[src/rtl/ntt_masked_pwm_wb_ctrl.sv]
// ntt_masked_pwm_wb_ctrl
// Writeback stage behind the masked pair-wise multiplier (pairwm). Each
// accepted coefficient pair is tracked through pairwm's fixed latency by a
// tag delay line. When the tag reaches the tap, the two arithmetic shares of
// res0/res1 are recombined and one registered memory write is issued.
//
// Ports:
//   clk, reset_n     clock, asynchronous active-low reset
//   zeroize          synchronous clear of all state, drops in-flight pairs
//   in_valid/ready   pair handshake toward pairwm issue
//   in_accumulate    requested pairwm mode for the presented pair
//   in_addr, in_last destination address / final-pair tag
//   pwm_accumulate   registered mode driven to pairwm
//   res0, res1       {share1, share0} per coefficient, valid at the sample edge
//   wr_en/addr/data  registered write port, data = {coef1, coef0}
//   range_err        sticky: an unmasked coefficient was >= Q
//   busy             one or more pairs in flight
//   done             pulse alongside the write of the last-tagged pair
module ntt_masked_pwm_wb_ctrl #(
    parameter int MASKED_WIDTH = 24,
    parameter int COEFF_WIDTH  = 12,
    parameter int Q            = 3329,
    parameter int LAT_ACC      = 24,
    parameter int LAT_NOACC    = 23,
    parameter int ADDR_WIDTH   = 7
) (
    input  logic                      clk,
    input  logic                      reset_n,
    input  logic                      zeroize,
    input  logic                      in_valid,
    output logic                      in_ready,
    input  logic                      in_accumulate,
    input  logic [ADDR_WIDTH-1:0]     in_addr,
    input  logic                      in_last,
    output logic                      pwm_accumulate,
    input  logic [2*MASKED_WIDTH-1:0] res0,
    input  logic [2*MASKED_WIDTH-1:0] res1,
    output logic                      wr_en,
    output logic [ADDR_WIDTH-1:0]     wr_addr,
    output logic [2*COEFF_WIDTH-1:0]  wr_data,
    output logic                      range_err,
    output logic                      busy,
    output logic                      done
);

    localparam int CNT_W = $clog2(LAT_ACC + 2);
    localparam logic [MASKED_WIDTH-1:0] Q_M = MASKED_WIDTH'(Q);

    logic [LAT_ACC-1:0]    dl_valid;
    logic [LAT_ACC-1:0]    dl_last;
    logic [ADDR_WIDTH-1:0] dl_addr [LAT_ACC];

    logic                  acc_mode;
    logic [CNT_W-1:0]      inflight;
    // Holds in_ready low while reset is asserted and for the first edge after.
    logic                  ready_en;

    logic                    accept;
    logic                    tap_valid;
    logic                    tap_last;
    logic [ADDR_WIDTH-1:0]   tap_addr;
    logic [MASKED_WIDTH-1:0] s0;
    logic [MASKED_WIDTH-1:0] s1;
    logic                    out_of_range;

    // A mode change may only be accepted once the pipeline is empty, so the
    // mode seen by pairwm never changes under an in-flight pair.
    always_comb begin
        in_ready = ready_en & ~zeroize &
                   ~((inflight != '0) & (in_accumulate != acc_mode));
        accept   = in_valid & in_ready;
    end

    always_comb begin
        tap_valid = '0;
        tap_last  = '0;
        tap_addr  = '0;
        if (acc_mode) begin
            tap_valid = dl_valid[LAT_ACC-1];
            tap_last  = dl_last[LAT_ACC-1];
            tap_addr  = dl_addr[LAT_ACC-1];
        end else begin
            tap_valid = dl_valid[LAT_NOACC-1];
            tap_last  = dl_last[LAT_NOACC-1];
            tap_addr  = dl_addr[LAT_NOACC-1];
        end
    end

    // Share recombination wraps mod 2^MASKED_WIDTH by construction.
    always_comb begin
        s0 = res0[MASKED_WIDTH-1:0] + res0[2*MASKED_WIDTH-1:MASKED_WIDTH];
        s1 = res1[MASKED_WIDTH-1:0] + res1[2*MASKED_WIDTH-1:MASKED_WIDTH];
        out_of_range = (s0 >= Q_M) | (s1 >= Q_M);
    end

    always_ff @(posedge clk or negedge reset_n) begin
        if (!reset_n) begin
            ready_en <= 1'b0;
        end else begin
            ready_en <= 1'b1;
        end
    end

    always_ff @(posedge clk or negedge reset_n) begin
        if (!reset_n) begin
            dl_valid <= '0;
            dl_last  <= '0;
            for (int unsigned i = 0; i < LAT_ACC; i++) begin
                dl_addr[i] <= '0;
            end
        end else if (zeroize) begin
            dl_valid <= '0;
            dl_last  <= '0;
            for (int unsigned i = 0; i < LAT_ACC; i++) begin
                dl_addr[i] <= '0;
            end
        end else begin
            dl_valid <= {dl_valid[LAT_ACC-2:0], accept};
            dl_last  <= {dl_last[LAT_ACC-2:0], in_last};
            dl_addr[0] <= in_addr;
            for (int unsigned i = 1; i < LAT_ACC; i++) begin
                dl_addr[i] <= dl_addr[i-1];
            end
        end
    end

    always_ff @(posedge clk or negedge reset_n) begin
        if (!reset_n) begin
            inflight <= '0;
            acc_mode <= 1'b0;
        end else if (zeroize) begin
            inflight <= '0;
            acc_mode <= 1'b0;
        end else begin
            case ({accept, tap_valid})
                2'b10:   inflight <= inflight + CNT_W'(1);
                2'b01:   inflight <= inflight - CNT_W'(1);
                default: inflight <= inflight;
            endcase
            // Uses the pre-edge count: a drain on this same edge does not
            // open the window for a mode change.
            if (accept && (inflight == '0)) begin
                acc_mode <= in_accumulate;
            end
        end
    end

    always_ff @(posedge clk or negedge reset_n) begin
        if (!reset_n) begin
            wr_en     <= 1'b0;
            wr_addr   <= '0;
            wr_data   <= '0;
            done      <= 1'b0;
            range_err <= 1'b0;
        end else if (zeroize) begin
            wr_en     <= 1'b0;
            wr_addr   <= '0;
            wr_data   <= '0;
            done      <= 1'b0;
            range_err <= 1'b0;
        end else begin
            wr_en <= tap_valid;
            done  <= tap_valid & tap_last;
            if (tap_valid) begin
                wr_addr <= tap_addr;
                wr_data <= {s1[COEFF_WIDTH-1:0], s0[COEFF_WIDTH-1:0]};
                if (out_of_range) begin
                    range_err <= 1'b1;
                end
            end
        end
    end

    assign pwm_accumulate = acc_mode;
    assign busy           = (inflight != '0);

endmodule

[config.mk]
export PLATFORM = sky130hd
export DESIGN_NAME = ntt_masked_pwm_wb_ctrl
export DESIGN_NICKNAME = d
export VERILOG_FILES = /design/src/rtl/ntt_masked_pwm_wb_ctrl.sv
export SDC_FILE = /design/constraint.sdc
export NUM_CORES = 1
export LEC_CHECK = 0
export CAP_MARGIN = 30
export CELL_PAD_IN_SITES_DETAIL_PLACEMENT = 2
export CELL_PAD_IN_SITES_GLOBAL_PLACEMENT = 2
export CORE_UTILIZATION = 32
export DETAILED_ROUTE_END_ITERATION = 10
export PLACE_DENSITY_LB_ADDON = 0.25
export SYNTH_ARGS = -nofsm -noshare
export SYNTH_HDL_FRONTEND = slang
export SYNTH_SLANG_ARGS = --single-unit
[constraint.sdc]
create_clock -name clk -period 3.2 [get_ports clk]
set_clock_uncertainty 0.15 [all_clocks]
set_input_delay 0.64 -clock clk [delete_from_list [all_inputs] [get_ports clk]]
set_output_delay 0.64 -clock clk [all_outputs]
set_load 0.01 [all_outputs]
==> impl_metrics.py <==
metrics = {
    "grt": {
        "grt_usage_pct": 18.0,
        "grt_max_degree": 256,
        "grt_first_pass_wirelength_microns": 52500,
        "overflow": 0,
        "grt_pass1_vias": 10000,
        "antenna_found_initial": 0,
    },
    "clock_tree": {
        "cts-htree-levels": 1,
        "cts_buffers": 26,
        "cts.sinks": 257,
        "cts_buffer_depth": 3,
        "cts-root-buf": "clkbuf_16",
        "clk_latency_ns": 0.55,
        "cts_tree": "done",
        "clkTransAtPathRegs_ns": 0.07,
    },
    "floorplan": {
        "core_sq_mm": 0.0349,
        "rows": 68,
        "initial_utilization_pct": 32.9,
        "pin_count": 146,
        "die_y_microns": 191,
        "die_w_microns": 191,
        "die_area_sq_mm": 0.0366,
    },
    "synth": {
        "synth_cells": 1049,
        "synth_edf_count": 0,
        "syn_avg_cell_area_sq_um": 10.9,
        "netlist.area_leader.share_pct": 56.0,
        "ys.flop_type": "dfrtp_1",
        "yosysTopAreaCell": "dfrtp_1",
        "synth-seq-area-share_pct": 56.0,
        "synthTopCellsByArea": "dfrtp_1, nor2b_1, ha_1",
        "syn_area_sq_mm": 0.0115,
        "async_reset_ff_share_pct": 100,
        "yosys.cell_types.count": 72,
        "synth-seq-cells": 257,
        "ys_warn_count": 0,
        "syn-num-nets": 1210,
    },
    "timing": {
        "rsz0062_at_grt": "true",
        "min_period_ns": 3.24,
        "fmax_ghz": 0.309,
        "slew_headroom_pct": 30.6,
        "hold_viol": 0,
        "worst_pin_slew_ns": 1.04,
        "setup_viol": 1,
        "drv_slew": 0,
        "period_share_pct": 101,
        "final.setup.worst_slack_ns": -0.0377,
    },
    "setup_path": {
        "path_delay_family": "simple AND/OR/NAND/NOR gates",
        "slowest_delay_ns": 0.63,
        "start_kind": "input pin",
        "crit_slowest_cell": "or4b_2",
        "path_buf_inv": 2,
        "worst_path_most_repeated_cell": "o21ai_1",
        "worstSetupEndpointType": "register",
        "path_depth": 12,
        "worstSetupPathType": "input pin to register",
        "cp_cell_sequence": "clkdlybuf4s50_1 -> ha_4 -> buf_6 -> nand2_1 -> o21ai_1 -> or4b_2 -> o211ai_1 -> o21ai_1 -> xnor2_1 -> nand3_1 -> nor3_2 -> a311oi_2",
        "rrSetupSlack_ns": 0.13,
        "ff2ff_path_depth": 13,
        "worstPathRequired_ns": 3.42,
        "critical_path.max_fanout": 7,
        "critPathArrivalTime_ns": 3.46,
    },
    "placement": {
        "dp_hpwl_microns": 22300,
        "dp_cells": 1783,
        "io_buffers": 145,
        "gp_congestion": 0.805,
    },
    "worst_hold_path": {
        "hp-class": "register to register",
        "worstHoldPathCells": 1,
    },
    "routing": {
        "dr.pass1.iters": 4,
        "num_vias": 9017,
        "antenna_left": 0,
        "drc": 0,
        "first_iter_violations": 414,
        "via_per_inst": 4.88,
        "post_drt_wl_per_cell_microns": 19.3,
        "postRouteWirelength_microns": 35700,
    },
    "finish": {
        "fin_nets": 1541,
        "mostFrequentLayoutCell": "dfrtp_1",
        "final_util_pct": 48.7,
        "area_growth_pct": 48.1,
        "antennaDiodeCount": 0,
        "final_cell_mix": "dfrtp_1, nor2b_1, buf_4",
        "drive_gt1_share_pct": 28.6,
        "final_cells": 1848,
    },
    "power_and_ir_drop": {
        "peakVddDrop_uv": 398,
        "powerDensity_mw_per_mm2": 470,
        "p_leak_nw": 8.12,
    },
    "job": {
        "max_cap_viol_count": 0,
    },
    "outcome": {
        "outcome": "finished, violations left",
        "violations": "setup timing",
    },
}
[flip-flops by register name, summed over array words and instances (netlist names)]
| register | cells |
|---|---|
| range_err | 1 |
| pwm_accumulate | 1 |
| wr_addr | 7 |
| dl_last | 24 |
| dl_valid | 24 |
| ready_en | 1 |
| inflight | 5 |
| done | 1 |
| dl_addr | 168 |
| wr_data | 24 |
| wr_en | 1 |
[final timing paths]
check / start / to
worst max-delay path: res1[34] / range_err
worst min-delay path: dl_addr[49] / dl_addr[42]
worst max register to register: inflight[0] / inflight[4]
worst min register to register: dl_addr[49] / dl_addr[42]
max in group asynchronous: reset_n / dl_addr[36]
min in group asynchronous: reset_n / wr_addr[5]
[stage by stage]
step	setup TNS, ns	hold WS [ns]	power, mW	worst slack [ns]	instance area [sq um]
floorplan	-0.0473	0.194	3.90	-0.0473	11500
global placement	-1.22	0.290	4.60	-0.762	14800
detailed placement	-1.85	0.300	4.64	-0.885	14800
CTS	-0.170	0.304	7.84	-0.170	15900
global route	-0.177	0.322	8.31	-0.156	17000
finish	-0.0377	0.302	7.99	-0.0377	17000
[cells in the mapped netlist, types with 3 or more instances]
cell type  count
mux2_2         4
nor3_1         6
inv_1         20
xor2_1        14
nand3_1       12
nor2_1        64
nand2_1       68
o22ai_1        3
o211ai_1      10
buf_2          4
a21oi_1       64
or3_1          4
nor2b_1      220
a211o_1        6
ha_1          49
clkbuf_1      43
a21o_1        10
or2_2          4
and2_1         4
fa_1           3
a211oi_1      24
nand2b_1       3
xnor2_1       23
nor3b_1        4
buf_1          3
mux2i_1       12
nand4_1       10
dfrtp_1      257
o2111ai_1      3
o21ai_0       33
o21a_1         8
o21ai_1        5
and3_1         3
[metal layers]
layer  routed length [microns]  global-route usage, %  part of all wire, %
met1                     15400                   23.5                   43
met4                       854                   3.63                  2.4
met3                      1090                   2.66                  3.0
met2                     18400                   31.5                   51
met5                         0                      0                    0
[power breakdown]
part | internal, mW | switching, mW | total, mW | leakage, nW
Sequential | 3.27 | 0.00531 | 3.27 | 3.57
Clock | 1.85 | 1.26 | 3.11 | 0.423
Combinational | 0.802 | 0.801 | 1.60 | 4.13
Total | 5.91 | 2.07 | 7.98 | 8.12
[worst reg2reg max path, cell delays in order (launching register included)]
cell and delay [ns]:
dfrtp_1 0.40, or4_4 0.56, nor2_4 0.12, nor2_1 0.07, nor3b_2 0.21, and2_4 0.19, nor2_2 0.07, fa_2 0.36
a21o_1 0.18, a21oi_2 0.16, nor3b_1 0.07, a21oi_1 0.17, xor2_1 0.16, nor2_1 0.05
[cell type report]
class                      instances  area, sq um
clock buffer                      35          734
clock inverter                     6          134
fill                            3458        17900
inverter                          21         78.8
multi-input combinational        718         5760
sequential                       257         6430
tap                              455          569
timing repair buffer             356         3290
[logic make-up after synthesis]
kind of cell	Yosys count	synth area share [%]
and+or+nand+nor	415	19.9
DFF	257	56.0
AOI/OAI and AO/OA	197	11.3
buffers and inverters	74	2.59
adders and majority gates	52	5.87
xor gates and xnor gates	37	2.82
muxes	16	1.44
other	1	0.0327
[repair_timing]
item | CTS | global route
resized for setup | 28 | 221
pin swaps | 11 | 95
hold buffers | 1 | 0
endpoints found under the hold margin | 72 | 0
buffers inserted | 4 | 20
setup endpoints to repair | 3 | 3
No activity file was read; power rests on OpenSTA's default activity.
